===== config.mk =====
export PLATFORM = sky130hd
export DESIGN_NAME = image_pixel_streamer
export DESIGN_NICKNAME = d
export VERILOG_FILES = /design/src/rtl/img_pkg.sv /design/src/rtl/pix_raster_counter.sv /design/src/rtl/image_pixel_streamer.sv
export SDC_FILE = /design/constraint.sdc
export NUM_CORES = 1
export LEC_CHECK = 0
export ABC_AREA = 0
export CAP_MARGIN = 0
export CORE_ASPECT_RATIO = 0.9
export CORE_MARGIN = 8
export CORE_UTILIZATION = 43
export CTS_BUF_LIST = sky130_fd_sc_hd__clkbuf_2 sky130_fd_sc_hd__clkbuf_4 sky130_fd_sc_hd__clkbuf_8
export DETAILED_ROUTE_END_ITERATION = 8
export MAX_ROUTING_LAYER = met4
export PLACE_DENSITY = 0.73
export SLEW_MARGIN = 10
export SYNTH_ARGS = -nofsm -noshare
export SYNTH_HDL_FRONTEND = slang
export SYNTH_SLANG_ARGS = --single-unit
export TNS_END_PERCENT = 30

===== constraint.sdc =====
create_clock -name clk -period 2.8 [get_ports clk]
set_input_delay 0.28 -clock clk [delete_from_list [all_inputs] [get_ports clk]]
set_output_delay 0.28 -clock clk [all_outputs]
set_load 0.02 [all_outputs]

===== src/rtl/img_pkg.sv =====
// rtl/img_pkg.sv - frame geometry and stream FSM state type for the image pixel streamer
package img_pkg;
   localparam int IMG_W      = 640;
   localparam int IMG_H      = 480;
   localparam int IMG_PIXELS = IMG_W * IMG_H;
   localparam int ADDR_W     = 20;

   typedef enum logic [1:0] {
      IDLE   = 2'd0,
      STREAM = 2'd1,
      FLUSH  = 2'd2
   } stream_state_t;
endpackage


===== src/rtl/pix_raster_counter.sv =====
// rtl/pix_raster_counter.sv - raster x/y/linear-address counter with wrap and last-pixel flag
module pix_raster_counter #(
   parameter int W  = img_pkg::IMG_W,
   parameter int H  = img_pkg::IMG_H,
   parameter int AW = img_pkg::ADDR_W
) (
   input  logic          clk,
   input  logic          rst,
   input  logic          clear,
   input  logic          enable,
   output logic [9:0]    x,
   output logic [8:0]    y,
   output logic [AW-1:0] addr,
   output logic          rowEnd,
   output logic          last
);
   import img_pkg::*;

   localparam logic [9:0] X_LAST = 10'(W - 1);
   localparam logic [8:0] Y_LAST = 9'(H - 1);

   assign rowEnd = (x == X_LAST);
   assign last   = rowEnd && (y == Y_LAST);

   // Holding on the last pixel keeps the address inside the image.
   always_ff @(posedge clk or posedge rst) begin
      if (rst) begin
         x    <= '0;
         y    <= '0;
         addr <= '0;
      end else if (clear) begin
         x    <= '0;
         y    <= '0;
         addr <= '0;
      end else if (enable && !last) begin
         addr <= addr + 1'b1;
         if (rowEnd) begin
            x <= '0;
            y <= y + 1'b1;
         end else begin
            x <= x + 1'b1;
         end
      end
   end
endmodule


===== src/rtl/image_pixel_streamer.sv =====
// rtl/image_pixel_streamer.sv - raster reader turning image memory bytes into a valid/ready pixel stream
module image_pixel_streamer #(
   parameter int IMG_W  = img_pkg::IMG_W,
   parameter int IMG_H  = img_pkg::IMG_H,
   parameter int ADDR_W = img_pkg::ADDR_W
) (
   input  logic              clk,
   input  logic              rst,
   input  logic              start,
   output logic [ADDR_W-1:0] mem_addr,
   input  logic [31:0]       mem_data,
   output logic [7:0]        pix_data,
   output logic [9:0]        pix_x,
   output logic [8:0]        pix_y,
   output logic              pix_valid,
   input  logic              pix_ready,
   output logic              pix_eol,
   output logic              pix_eof,
   output logic              busy,
   output logic              done
);
   import img_pkg::*;

   stream_state_t state, nextState;

   logic              fetchEn;
   logic              cntClear;
   logic [9:0]        fetchX;
   logic [8:0]        fetchY;
   logic [ADDR_W-1:0] fetchAddr;
   logic              fetchRowEnd;
   logic              fetchLast;
   logic [23:0]       unusedMemBits;

   assign unusedMemBits = mem_data[31:8];
   assign mem_addr      = fetchAddr;

   pix_raster_counter #(
      .W  (IMG_W),
      .H  (IMG_H),
      .AW (ADDR_W)
   ) fetchCounter (
      .clk    (clk),
      .rst    (rst),
      .clear  (cntClear),
      .enable (fetchEn),
      .x      (fetchX),
      .y      (fetchY),
      .addr   (fetchAddr),
      .rowEnd (fetchRowEnd),
      .last   (fetchLast)
   );

   always_ff @(posedge clk or posedge rst) begin
      if (rst) state <= IDLE;
      else     state <= nextState;
   end

   // FLUSH lingers one cycle with the output empty so done coincides with busy still high.
   always_comb begin
      nextState = state;
      busy      = 1'b1;
      done      = 1'b0;
      fetchEn   = 1'b0;
      cntClear  = 1'b0;
      case (state)
         IDLE: begin
            busy     = 1'b0;
            cntClear = 1'b1;
            if (start) nextState = STREAM;
         end
         STREAM: begin
            fetchEn = !pix_valid || pix_ready;
            if (fetchEn && fetchLast) nextState = FLUSH;
         end
         FLUSH: begin
            if (!pix_valid) begin
               done      = 1'b1;
               cntClear  = 1'b1;
               nextState = IDLE;
            end
         end
         default: nextState = IDLE;
      endcase
   end

   always_ff @(posedge clk or posedge rst) begin
      if (rst) begin
         pix_data  <= '0;
         pix_x     <= '0;
         pix_y     <= '0;
         pix_valid <= 1'b0;
         pix_eol   <= 1'b0;
         pix_eof   <= 1'b0;
      end else if (fetchEn) begin
         pix_data  <= mem_data[7:0];
         pix_x     <= fetchX;
         pix_y     <= fetchY;
         pix_valid <= 1'b1;
         pix_eol   <= fetchRowEnd;
         pix_eof   <= fetchLast;
      end else if (pix_valid && pix_ready) begin
         pix_valid <= 1'b0;
      end
   end
endmodule

==> results of run 1 <==
metrics by stage:
step	hold WS (ns)	instance area [um2]	util, %	setup slack, ns
after floorplan	0.385	3430	-	0.723
after global placement	0.459	4170	52.7	0.593
after detailed placement	0.461	4170	52.7	0.563
after CTS	0.330	4340	54.8	0.538
after global routing	0.342	4340	54.8	0.373
final	0.317	4340	54.8	0.542
worst max path at each step:
| stage | start | endpoint | slack, ns |
|---|---|---|---|
| final | fetchCounter.y[0] | fetchCounter.addr[5] | 0.54 |
| after global routing | fetchCounter.y[0] | fetchCounter.addr[5] | 0.37 |
| after CTS | fetchCounter.y[0] | fetchCounter.addr[5] | 0.54 |
| after detailed placement | fetchCounter.y[0] | fetchCounter.addr[5] | 0.56 |
| after global placement | pix_ready | fetchCounter.addr[12] | 0.59 |
| after floorplan | rst | fetchCounter.addr[0] | 0.72 |
power by group through the flow:
stage          combinational, uW  sequential, uW  clock [uW]
6_report                     507            1280         732
5_1_grt                      564            1310         801
4_1_cts                      517            1280         754
3_5_place_dp                 515            1300           0
3_3_place_gp                 505            1300           0
2_1_floorplan                213            1350           0
flip-flops by register name (all words and copies together) (netlist names):
| register | count |
|---|---|
| fetchCounter.addr | 20 |
| fetchCounter.x | 10 |
| pix_x | 10 |
| fetchCounter.y | 9 |
| pix_y | 9 |
| pix_data | 8 |
| state | 2 |
| pix_eof | 1 |
| pix_eol | 1 |
| pix_valid | 1 |
worst reg2reg max path, cell delays in order (launching register included):
cell                       delay [ns]
sky130_fd_sc_hd__dfrtp_1         0.48
sky130_fd_sc_hd__ha_1            0.29
sky130_fd_sc_hd__nand2_1         0.15
sky130_fd_sc_hd__or4_4           0.49
sky130_fd_sc_hd__o21ai_2         0.41
sky130_fd_sc_hd__o311ai_0        0.22
sky130_fd_sc_hd__o41ai_1         0.10
cells in the mapped netlist (6+ instances only):
| library cell | instances | area (um2) |
|---|---|---|
| sky130_fd_sc_hd__o21ai_0 | 13 | 65.1 |
| sky130_fd_sc_hd__dfrtp_1 | 71 | 1780 |
| sky130_fd_sc_hd__clkbuf_1 | 7 | 26.3 |
| sky130_fd_sc_hd__nand3_1 | 22 | 110 |
| sky130_fd_sc_hd__nand2_1 | 103 | 387 |
| sky130_fd_sc_hd__xnor2_1 | 14 | 123 |
| sky130_fd_sc_hd__a21oi_1 | 9 | 45.0 |
| sky130_fd_sc_hd__nor4_1 | 6 | 37.5 |
| sky130_fd_sc_hd__nand4_1 | 6 | 37.5 |
| sky130_fd_sc_hd__nor2_1 | 28 | 105 |
cell families after synthesis:
| group | share of synthesized area [%] |
|---|---|
| AO/OA/AOI/OAI | 11.2 |
| XOR/XNOR | 4.08 |
| adder cells (fa/ha/maj) | 1.09 |
| buffers and inverters | 2.88 |
| flip-flops | 51.8 |
| multiplexers | 1.17 |
| AND/OR/NAND/NOR | 27.8 |
per-layer routing:
layer / GRT usage, % / vias to the layer above / part of all wire, %
met2: 24.8 / 68 / 46
met3: 3.64 / 19 / 5.7
li1: - / 1384 / -
met4: 9.11 / 0 / 2.6
met5: - / - / 0
met1: 20.7 / 1356 / 46
final cells by class:
type                    count  area share, %
clock buffers              13           3.84
clock inverters             1          0.115
inverters                   4          0.346
multi-input cells         270           35.9
flip-flops and latches     71           41.0
well taps                  99           2.86
repair buffers             70           16.0
==> metrics.log, run 1 <==
INFO  metric die_w = 110 um
INFO  metric r2r_start = fetchCounter.y[0]
INFO  metric cpPeakStageDelay = 0.49 ns
INFO  metric multiInputGateArea = 0.00156 mm2
INFO  metric cp_slowest_cell = sky130_fd_sc_hd__or4_4
INFO  metric fmax = 0.443 GHz
INFO  metric dr.pass1.iters = 4
INFO  metric cts_tree = yes
INFO  metric postSynthCellCount = 362
INFO  metric std_cell_rows = 31
INFO  metric detail-route-antenna-nets = 0
INFO  metric synthesis.area = 0.00343 mm2
INFO  metric clock-root-buffer = sky130_fd_sc_hd__clkbuf_8
INFO  metric clock-skew-final = 0.00567 ns
INFO  metric antenna_cells = 0
INFO  metric combinationalPowerShare = 20.1%
INFO  metric max-slew-margin-rel = 61.6%
INFO  metric synth-seq-cells = 71
INFO  metric layout_nets = 465
INFO  metric worst_skew_pair.late_latency = 0.35 ns
INFO  metric hpwlAfterDp = 5.96 mm
INFO  metric internal_power = 1760 uW
INFO  metric portBuffers = 63
INFO  metric ys_warn_count = 0
INFO  metric cts_made_buffers = 9
INFO  metric ffs_w_async_s_r_synth = 100%
INFO  metric critical_path_class = reg -> reg
INFO  metric antenna_violations_before_repair = 0
INFO  metric rsz0062_at_grt = no
INFO  metric clock_power_share = 29.0%
INFO  metric worst-slew-pin-transition = 0.575 ns
INFO  metric timing.critical_path.depth = 6
INFO  metric cts.path.max_buffers = 2
INFO  metric path_max_fanout = 11
INFO  metric drc_errors_left = 0
INFO  metric htreeDepth = 3
INFO  metric max_cap_violations = 0
INFO  metric timing.final.crit_share = 80.7%
INFO  metric ff_latch_area = 0.00178 mm2
INFO  metric final_common_cell = sky130_fd_sc_hd__nand2_1
INFO  metric finalWeightedCongestion = 0.820
INFO  metric setup.reg_to_reg.worst_slack = 0.54 ns
INFO  metric outcome = completed
INFO  metric leakagePower = 0.00192 uW
INFO  metric critical_path_startpoint_category = flop
INFO  metric floorplan.initialDensity = 43.4%
INFO  metric crit-reg2reg-capture = fetchCounter.addr[5]
INFO  metric layout.cells.non_filler = 528
INFO  metric placedCellCount = 514
INFO  metric wire_length_per_cell = 15.6 um
INFO  metric power_switching_share = 30.4%
INFO  metric power_per_cell_area = 581 mW/mm2
INFO  metric mappedNetlistNets = 401
INFO  metric pin_count_of_the_biggest_net_entering_global_routing = 33
INFO  metric timing.final.hold_violations = 0
INFO  metric p_switching = 765 uW
INFO  metric die_h = 101 um
INFO  metric grt_overflow_total = 0
INFO  metric drt_wl_total = 8.25 mm
INFO  metric setup.worst_path.end_class = flop
INFO  metric max-vdd-ir-drop = 0.460 mV
INFO  metric via_count_of_the_first_global_routing_pass = 2911
INFO  metric cp_top_family = compound AO/OA/AOI/OAI gates
INFO  metric numClockSinks = 71
INFO  metric p_total = 2520 uW
INFO  metric synth_cell_type_count = 54
INFO  metric cp_data_arrival_time = 2.49 ns
INFO  metric type_of_the_tightest_min_delay_check = in -> async
INFO  metric slew_viol_final = 0
INFO  metric crit_required = 3.04 ns
INFO  metric seq_power_share = 50.9%
INFO  metric final_layout_size_suffix_gt1_share = 9.79%
INFO  metric timing.critical_path.buf_inv = 0
INFO  metric num-fill-cells = 749
INFO  metric final.setup.tns = 0 ns
INFO  metric grt_first_pass_wirelength = 14.2 mm
INFO  metric number_of_enable_flip_flop_cells_after_synthesis = 0
INFO  metric fp.dieArea = 0.0111 mm2
INFO  metric yosys_most_used_dff = sky130_fd_sc_hd__dfrtp_1
INFO  metric drt-initial-drc-count = 109
INFO  metric boundaryPins = 88
INFO  metric vias = 2827
INFO  metric finalWorstPathRequiredPeriod = 2.26 ns
INFO  metric route.detailed.vias_per_inst = 5.35
INFO  metric ctsResizeCount = 0
INFO  metric core = 0.00791 mm2
INFO  metric critical_path.cell_chain = ha_1 > nand2_1 > or4_4 > o21ai_2 > o311ai_0 > o41ai_1
INFO  metric global_route_total_usage_across_every_layer = 16.7%
INFO  metric clkSlewWorstSetupHoldPaths = 0.07 ns
INFO  metric cts_hold_buf = 0
INFO  metric synthToLayoutAreaGrowth = 26.4%
INFO  metric most_frequent_cells_in_the_layout = sky130_fd_sc_hd__nand2_1 (103), sky130_fd_sc_hd__dfrtp_1 (71), sky130_fd_sc_hd__clkdlybuf4s50_1 (63), sky130_fd_sc_hd__nor2_1 (28), sky130_fd_sc_hd__nand3_1 (22)
INFO  metric r2r_cells = 6
INFO  metric cts_setup_buffers = 0
INFO  metric syn_avg_cell_area = 9.48 um2
INFO  metric synth_sequential_area_ratio = 51.8%
INFO  metric setup_violating_endpoint_count_in_the_final_report = 0
No activity file was read; power rests on OpenSTA's default activity.
==> inputs of run 2 (changes only) <==
--- a/config.mk
+++ b/config.mk
@@ -13,7 +13,7 @@
 export CTS_BUF_LIST = sky130_fd_sc_hd__clkbuf_2 sky130_fd_sc_hd__clkbuf_4 sky130_fd_sc_hd__clkbuf_8
 export DETAILED_ROUTE_END_ITERATION = 8
 export MAX_ROUTING_LAYER = met4
-export PLACE_DENSITY = 0.73
+export PLACE_DENSITY = 0.75
 export SLEW_MARGIN = 10
 export SYNTH_ARGS = -nofsm -noshare
 export SYNTH_HDL_FRONTEND = slang
==> constraint.sdc (replaced) <==
create_clock -name clk -period 1.8 [get_ports clk]
set_input_delay 0.18 -clock clk [delete_from_list [all_inputs] [get_ports clk]]
set_output_delay 0.18 -clock clk [all_outputs]
set_load 0.02 [all_outputs]
==> run 2 against run 1 <==
Against the previous run: non-clock buffer count grew 57; largest power group unchanged; via count up 10%; critical path depth up 2; die area unchanged; power up 68%; final cell count increased by 11%; clock power increased by 75%; flip-flop and latch count unchanged; sequential power rose by 48%; first-iteration DRC count grew 47%; setup slack lost 0.61 ns; clock skew grew 0.0013 ns; the run now ends with setup timing left.
==> metrics.log, run 2 (synthesis results as in run 1) <==
INFO  metric setup.worst_path.end_class = flop (unchanged)
INFO  metric num-fill-cells = 656 (was 749)
INFO  metric hpwlAfterDp = 6.57 mm (was 5.96 mm)
INFO  metric route.detailed.vias_per_inst = 5.30 (was 5.35)
INFO  metric antenna_cells = 0 (unchanged)
INFO  metric grt_first_pass_wirelength = 14.7 mm (was 14.2 mm)
INFO  metric cp_top_family = simple AND/OR/NAND/NOR gates (was compound AO/OA/AOI/OAI gates)
INFO  metric violations_in_the_final_reports = setup timing
INFO  metric fmax = 0.535 GHz (was 0.443 GHz)
INFO  metric timing.critical_path.buf_inv = 2 (was 0)
INFO  metric final_layout_size_suffix_gt1_share = 25.0% (was 9.79%)
INFO  metric max-vdd-ir-drop = 0.738 mV (was 0.460 mV)
INFO  metric crit_required = 2.04 ns (was 3.04 ns)
INFO  metric vias = 3112 (was 2827)
INFO  metric outcome = finished with violations (was completed)
INFO  metric cpPeakStageDelay = 0.35 ns (was 0.49 ns)
INFO  metric timing.final.crit_share = 104% (was 80.7%)
INFO  metric portBuffers = 63 (unchanged)
INFO  metric worst-slew-pin-transition = 0.745 ns (was 0.575 ns)
INFO  metric final_common_cell = sky130_fd_sc_hd__nand2_1 (unchanged)
INFO  metric critical_path_class = reg -> reg (unchanged)
INFO  metric max-slew-margin-rel = 49.7% (was 61.6%)
INFO  metric placedCellCount = 567 (was 514)
INFO  metric layout_top_registers = fetchCounter.addr: 20 flops, fetchCounter.x: 10 flops, pix_x: 10 flops (unchanged)
INFO  metric worst_skew_pair.late_latency = 0.34 ns (was 0.35 ns)
INFO  metric die_h = 101 um (unchanged)
INFO  metric via_count_of_the_first_global_routing_pass = 3029 (was 2911)
INFO  metric pin_count_of_the_biggest_net_entering_global_routing = 46 (was 33)
INFO  metric layout_setup_ws = -0.0693 ns (was 0.542 ns)
INFO  metric critical_path.cell_chain = ha_2 > and4_4 > buf_6 > nand3_4 > buf_8 > nor3_4 > a21oi_1 > a31o_2 (was ha_1 > nand2_1 > or4_4 > o21ai_2 > o311ai_0 > o41ai_1)
INFO  metric timing.final.hold_violations = 0 (unchanged)
INFO  metric leakagePower = 0.00229 uW (was 0.00192 uW)
INFO  metric std_cell_rows = 31 (unchanged)
INFO  metric clock-root-buffer = sky130_fd_sc_hd__clkbuf_8 (unchanged)
INFO  metric synthToLayoutAreaGrowth = 45.7% (was 26.4%)
INFO  metric ff_latch_area = 0.00178 mm2 (unchanged)
INFO  metric fin_area = 0.00500 mm2 (was 0.00434 mm2)
INFO  metric core = 0.00791 mm2 (unchanged)
INFO  metric boundaryPins = 88 (unchanged)
INFO  metric floorplan.initialDensity = 43.4% (unchanged)
INFO  metric type_of_the_tightest_min_delay_check = in -> async (unchanged)
INFO  metric drt-initial-drc-count = 160 (was 109)
INFO  metric placement.cell_area = 0.00460 mm2 (was 0.00417 mm2)
INFO  metric drc_errors_left = 0 (unchanged)
INFO  metric drt_wl_total = 9.27 mm (was 8.25 mm)
INFO  metric layout.cells.non_filler = 587 (was 528)
INFO  metric multiInputGateArea = 0.00171 mm2 (was 0.00156 mm2)
INFO  metric die_w = 110 um (unchanged)
INFO  metric power_per_cell_area = 849 mW/mm2 (was 581 mW/mm2)
INFO  metric clock-skew-final = 0.00697 ns (was 0.00567 ns)
INFO  metric finalWorstPathRequiredPeriod = 1.87 ns (was 2.26 ns)
INFO  metric setup_violating_endpoint_count_in_the_final_report = 14 (was 0)
INFO  metric clkSlewWorstSetupHoldPaths = 0.07 ns (about the same)
INFO  metric cts_hold_buf = 0 (unchanged)
INFO  metric cp_slowest_cell = sky130_fd_sc_hd__dfrtp_1 (was sky130_fd_sc_hd__or4_4)
INFO  metric path_max_fanout = 8 (was 11)
INFO  metric dr.pass1.iters = 4 (unchanged)
INFO  metric htreeDepth = 3 (unchanged)
INFO  metric numClockSinks = 71 (unchanged)
INFO  metric wire_length_per_cell = 15.8 um (was 15.6 um)
INFO  metric cp_data_arrival_time = 2.11 ns (was 2.49 ns)
INFO  metric cts_made_buffers = 9 (unchanged)
INFO  metric global_route_total_usage_across_every_layer = 17.2% (was 16.7%)
INFO  metric max_cap_violations = 0 (unchanged)
INFO  metric critical_path_startpoint_category = flop (unchanged)
INFO  metric largest-register = fetchCounter.addr (unchanged)
INFO  metric detail-route-antenna-nets = 0 (unchanged)
INFO  metric cts.path.max_buffers = 2 (unchanged)
INFO  metric slew_viol_final = 0 (unchanged)
INFO  metric layout_nets = 522 (was 465)
INFO  metric grt_overflow_total = 0 (unchanged)
INFO  metric largest_register_ffs = 20 (unchanged)
INFO  metric fp.dieArea = 0.0111 mm2 (unchanged)
INFO  metric finalWeightedCongestion = 0.882 (was 0.820)
INFO  metric most_frequent_cells_in_the_layout = sky130_fd_sc_hd__nand2_1 (101), sky130_fd_sc_hd__dfrtp_1 (71), sky130_fd_sc_hd__clkdlybuf4s50_1 (61), sky130_fd_sc_hd__buf_4 (55), sky130_fd_sc_hd__nor2_1 (28) (was sky130_fd_sc_hd__nand2_1 (103), sky130_fd_sc_hd__dfrtp_1 (71), sky130_fd_sc_hd__clkdlybuf4s50_1 (63), sky130_fd_sc_hd__nor2_1 (28), sky130_fd_sc_hd__nand3_1 (22))
INFO  metric rsz0062_at_grt = yes (was no)
INFO  metric cts_tree = yes (unchanged)
INFO  metric antenna_violations_before_repair = 0 (unchanged)
run 2: worst paths after layout:
kind                              startpoint                   end  slack, ns  depth (start not counted)
max reg2reg                fetchCounter.x[1]     fetchCounter.y[2]      -0.07                          8
min reg2reg                         pix_x[2]              pix_x[2]       0.48                          2
min in group clk                 mem_data[6]           pix_data[6]       0.37                          3
max in group asynchronous                rst  fetchCounter.addr[0]       1.14                          3
min                                      rst              pix_x[9]       0.14                          2
max                        fetchCounter.x[1]     fetchCounter.y[2]      -0.07                          8
run 2: metrics by stage:
| stage | setup WS [ns] | hold WS (ns) | utilization [%] | TNS [ns] | total power, uW |
|---|---|---|---|---|---|
| final | -0.0693 | 0.144 | 63.2 | -0.373 | 4240 |
| after global routing | -0.148 | 0.157 | 63.2 | -1.84 | 4470 |
| after CTS | -0.0717 | 0.146 | 61.2 | -0.323 | 4270 |
| after detailed placement | -0.126 | 0.466 | 58.1 | -1.87 | 2980 |
| after global placement | -0.109 | 0.456 | 58.1 | -1.47 | 2950 |
| after floorplan | -0.131 | 0.285 | - | -0.444 | 2440 |
run 2: timing repair:
| action | CTS | global route |
|---|---|---|
| pin swaps | 13 | 11 |
| setup buffers | 1 | 3 |
| resized for setup | 16 | 26 |
| endpoints found under the setup margin | 32 | 32 |
run 2: cell type report:
class                           count  share of cell area [%]
Sequential cell                    71                    35.6
Timing Repair Buffer              127                    23.5
Clock inverter                      4                   0.901
Tap cell                           99                    2.48
Inverter                            4                   0.376
Multi-Input combinational cell    270                    34.2
Clock buffer                       12                    3.05
run 2: metal layers:
metal	part of all wire [%]	up-vias	global-route usage [%]	routed length (um)
met3	5.6	7	4.35	516
met4	0.94	0	5.94	87
met2	48	79	26.4	4460
met1	45	1522	21.5	4200
met5	0	-	-	0
li1	-	1504	-	-
run 2: power by group:
part           internal, uW  switching [uW]
sequential             1770             131
clock                   702             577
combinational           504             559
==> inputs of run 3 (changes only) <==
--- a/config.mk
+++ b/config.mk
@@ -12,7 +12,6 @@
 export CORE_UTILIZATION = 43
 export CTS_BUF_LIST = sky130_fd_sc_hd__clkbuf_2 sky130_fd_sc_hd__clkbuf_4 sky130_fd_sc_hd__clkbuf_8
 export DETAILED_ROUTE_END_ITERATION = 8
-export MAX_ROUTING_LAYER = met4
 export PLACE_DENSITY = 0.75
 export SLEW_MARGIN = 10
 export SYNTH_ARGS = -nofsm -noshare
==> run 3 against run 2 <==
Against the previous run: the run still ends with setup timing left; critical path depth unchanged; fmax about the same; final area unchanged; setup slack got worse by 0.00070 ns; global-route usage decreased by 0.52 points; largest power group unchanged.
==> metrics.log, run 3 (synthesis results as in run 1) <==
INFO  metric outcome = finished with violations (unchanged)
INFO  metric violations_in_the_final_reports = setup timing (unchanged)
INFO  metric most_frequent_cells_in_the_layout = sky130_fd_sc_hd__nand2_1 (101), sky130_fd_sc_hd__dfrtp_1 (71), sky130_fd_sc_hd__clkdlybuf4s50_1 (61), sky130_fd_sc_hd__buf_4 (55), sky130_fd_sc_hd__nor2_1 (28) (unchanged)
INFO  metric r2r_start = fetchCounter.x[1] (unchanged)
INFO  metric dr.pass1.iters = 4 (unchanged)
INFO  metric global_route_total_usage_across_every_layer = 16.6% (was 17.2%)
INFO  metric timing.critical_path.buf_inv = 2 (unchanged)
INFO  metric antenna_cells = 0 (unchanged)
INFO  metric drt-initial-drc-count = 130 (was 160)
INFO  metric floorplan.initialDensity = 43.4% (unchanged)
INFO  metric finalWorstPathRequiredPeriod = 1.87 ns (about the same)
INFO  metric slew_viol_final = 0 (unchanged)
INFO  metric crit_required = 2.04 ns (about the same)
INFO  metric setup.reg_to_reg.worst_slack = -0.07 ns (about the same)
INFO  metric synthToLayoutAreaGrowth = 45.7% (unchanged)
INFO  metric pre_cts_slack = -0.126 ns (unchanged)
INFO  metric largest-register = fetchCounter.addr (unchanged)
INFO  metric type_of_the_tightest_min_delay_check = in -> async (unchanged)
INFO  metric drc_errors_left = 0 (unchanged)
INFO  metric critical_path_class = reg -> reg (unchanged)
INFO  metric grt_first_pass_wirelength = 14.7 mm (about the same)
INFO  metric fmax = 0.535 GHz (about the same)
INFO  metric cp_slowest_cell = sky130_fd_sc_hd__dfrtp_1 (unchanged)
INFO  metric antenna_violations_before_repair = 0 (unchanged)
INFO  metric cpPeakStageDelay = 0.35 ns (about the same)
INFO  metric std_cell_rows = 31 (unchanged)
INFO  metric final_core_utilization = 63.2% (unchanged)
INFO  metric wire_length_per_cell = 15.7 um (was 15.8 um)
INFO  metric timing.final.hold_violations = 0 (unchanged)
INFO  metric cts_tree = yes (unchanged)
INFO  metric max_cap_violations = 0 (unchanged)
INFO  metric layout_setup_ws = -0.0700 ns (was -0.0693 ns)
INFO  metric path_max_fanout = 8 (unchanged)
INFO  metric critical_path.cell_chain = ha_2 > and4_4 > buf_6 > nand3_4 > buf_8 > nor3_4 > a21oi_1 > a31o_2 (unchanged)
INFO  metric layout_top_registers = fetchCounter.addr: 20 flops, fetchCounter.x: 10 flops, pix_x: 10 flops (unchanged)
INFO  metric cts_hold_buf = 0 (unchanged)
INFO  metric clock-root-buffer = sky130_fd_sc_hd__clkbuf_8 (unchanged)
INFO  metric clkSlewWorstSetupHoldPaths = 0.07 ns (about the same)
INFO  metric leakagePower = 0.00229 uW (unchanged)
INFO  metric boundaryPins = 88 (unchanged)
INFO  metric cp_top_family = simple AND/OR/NAND/NOR gates (unchanged)
INFO  metric pin_count_of_the_biggest_net_entering_global_routing = 46 (unchanged)
INFO  metric final_layout_size_suffix_gt1_share = 25.0% (unchanged)
INFO  metric final_common_cell = sky130_fd_sc_hd__nand2_1 (unchanged)
INFO  metric max-vdd-ir-drop = 0.737 mV (was 0.738 mV)
INFO  metric hpwlAfterDp = 6.57 mm (unchanged)
INFO  metric cts.path.max_buffers = 2 (unchanged)
INFO  metric clock-skew-final = 0.00736 ns (was 0.00697 ns)
INFO  metric rsz0062_at_grt = yes (unchanged)
INFO  metric finalWeightedCongestion = 0.868 (was 0.882)
INFO  metric grt_overflow_total = 0 (unchanged)
INFO  metric layout_nets = 522 (unchanged)
INFO  metric worst_skew_pair.late_latency = 0.34 ns (about the same)
INFO  metric die_w = 110 um (unchanged)
INFO  metric crit-reg2reg-capture = fetchCounter.y[2] (unchanged)
INFO  metric htreeDepth = 3 (unchanged)
INFO  metric core = 0.00791 mm2 (unchanged)
INFO  metric critical_path_startpoint_category = flop (unchanged)
INFO  metric numClockSinks = 71 (unchanged)
INFO  metric cts_made_buffers = 9 (unchanged)
INFO  metric die_h = 101 um (unchanged)
INFO  metric setup.worst_path.end_class = flop (unchanged)
INFO  metric drt_wl_total = 9.25 mm (was 9.27 mm)
INFO  metric worst-slew-pin-transition = 0.747 ns (was 0.745 ns)
INFO  metric setup_violating_endpoint_count_in_the_final_report = 13 (was 14)
INFO  metric detail-route-antenna-nets = 0 (unchanged)
INFO  metric portBuffers = 63 (unchanged)
INFO  metric max-slew-margin-rel = 49.5% (was 49.7%)
INFO  metric r2r_cells = 8 (unchanged)
INFO  metric timing.final.crit_share = 104% (about the same)
INFO  metric via_count_of_the_first_global_routing_pass = 3026 (was 3029)
INFO  metric vias = 3129 (was 3112)
INFO  metric largest_register_ffs = 20 (unchanged)
INFO  metric fp.dieArea = 0.0111 mm2 (unchanged)
INFO  metric cp_data_arrival_time = 2.11 ns (about the same)
INFO  metric power_per_cell_area = 849 mW/mm2 (about the same)
INFO  metric route.detailed.vias_per_inst = 5.33 (was 5.30)
run 3: cell counts in the layout (fill, tap and decap cells not counted):
Identical to the previous run, type by type.
run 3: worst max-delay path by stage:
stage	startpoint	end	slack, ns	depth (start not counted)
global placement	pix_ready	fetchCounter.y[2]	-0.11	8
floorplan	fetchCounter.x[1]	fetchCounter.x[7]	-0.13	7
CTS	fetchCounter.y[0]	fetchCounter.addr[15]	-0.07	7
global route	fetchCounter.y[1]	fetchCounter.addr[15]	-0.15	7
finish	fetchCounter.x[1]	fetchCounter.y[2]	-0.07	8
detailed placement	fetchCounter.x[1]	fetchCounter.addr[18]	-0.13	7
run 3: power by group:
| part | switching (uW) | internal [uW] |
|---|---|---|
| combinational | 559 | 504 |
| sequential | 133 | 1770 |
| clock | 578 | 702 |
| total | 1270 | 2970 |
run 3: area by class of cell:
cell class | count | area, um2
multi-input cells | 270 | 1710
flip-flops and latches | 71 | 1780
clock inverters | 4 | 45.0
repair buffers | 127 | 1170
clock buffers | 12 | 153
well taps | 99 | 124
inverters | 4 | 18.8
fillers | 656 | 2920
run 3: stage by stage:
step / total power [uW] / setup TNS [ns] / cells / hold WS (ns) / instance area [um2]
after CTS: 4270 / -0.323 / 584 / 0.146 / 4840
after global placement: 2950 / -1.47 / 567 / 0.456 / 4600
after global routing: 4470 / -1.84 / 587 / 0.157 / 5000
final: 4250 / -0.345 / 587 / 0.144 / 5000
after detailed placement: 2980 / -1.87 / 567 / 0.466 / 4600
after floorplan: 2440 / -0.444 / 362 / 0.285 / 3440
run 3: routing by layer:
layer  GRT usage (%)  wire (um)  share of wire (%)
met5               0          0                  0
met4            5.63        103                1.1
met3            5.12        609                6.6
met2            26.4       4430                 48
met1            20.9       4100                 44
run 3: timing repair:
| item | in CTS | in global routing |
|---|---|---|
| endpoints found under the setup margin | 32 | 32 |
| buffers inserted | 1 | 3 |
| endpoints found under the hold margin | 0 | 0 |
| resized for setup | 16 | 26 |
| pin swaps | 13 | 11 |
run 3: worst reg2reg max path: stages (launching register included):
cell and delay [ns]:
sky130_fd_sc_hd__dfrtp_1 0.35, sky130_fd_sc_hd__ha_2 0.20, sky130_fd_sc_hd__and4_4 0.24, sky130_fd_sc_hd__buf_6 0.12, sky130_fd_sc_hd__nand3_4 0.06, sky130_fd_sc_hd__buf_8 0.15
sky130_fd_sc_hd__nor3_4 0.30, sky130_fd_sc_hd__a21oi_1 0.12, sky130_fd_sc_hd__a31o_2 0.22
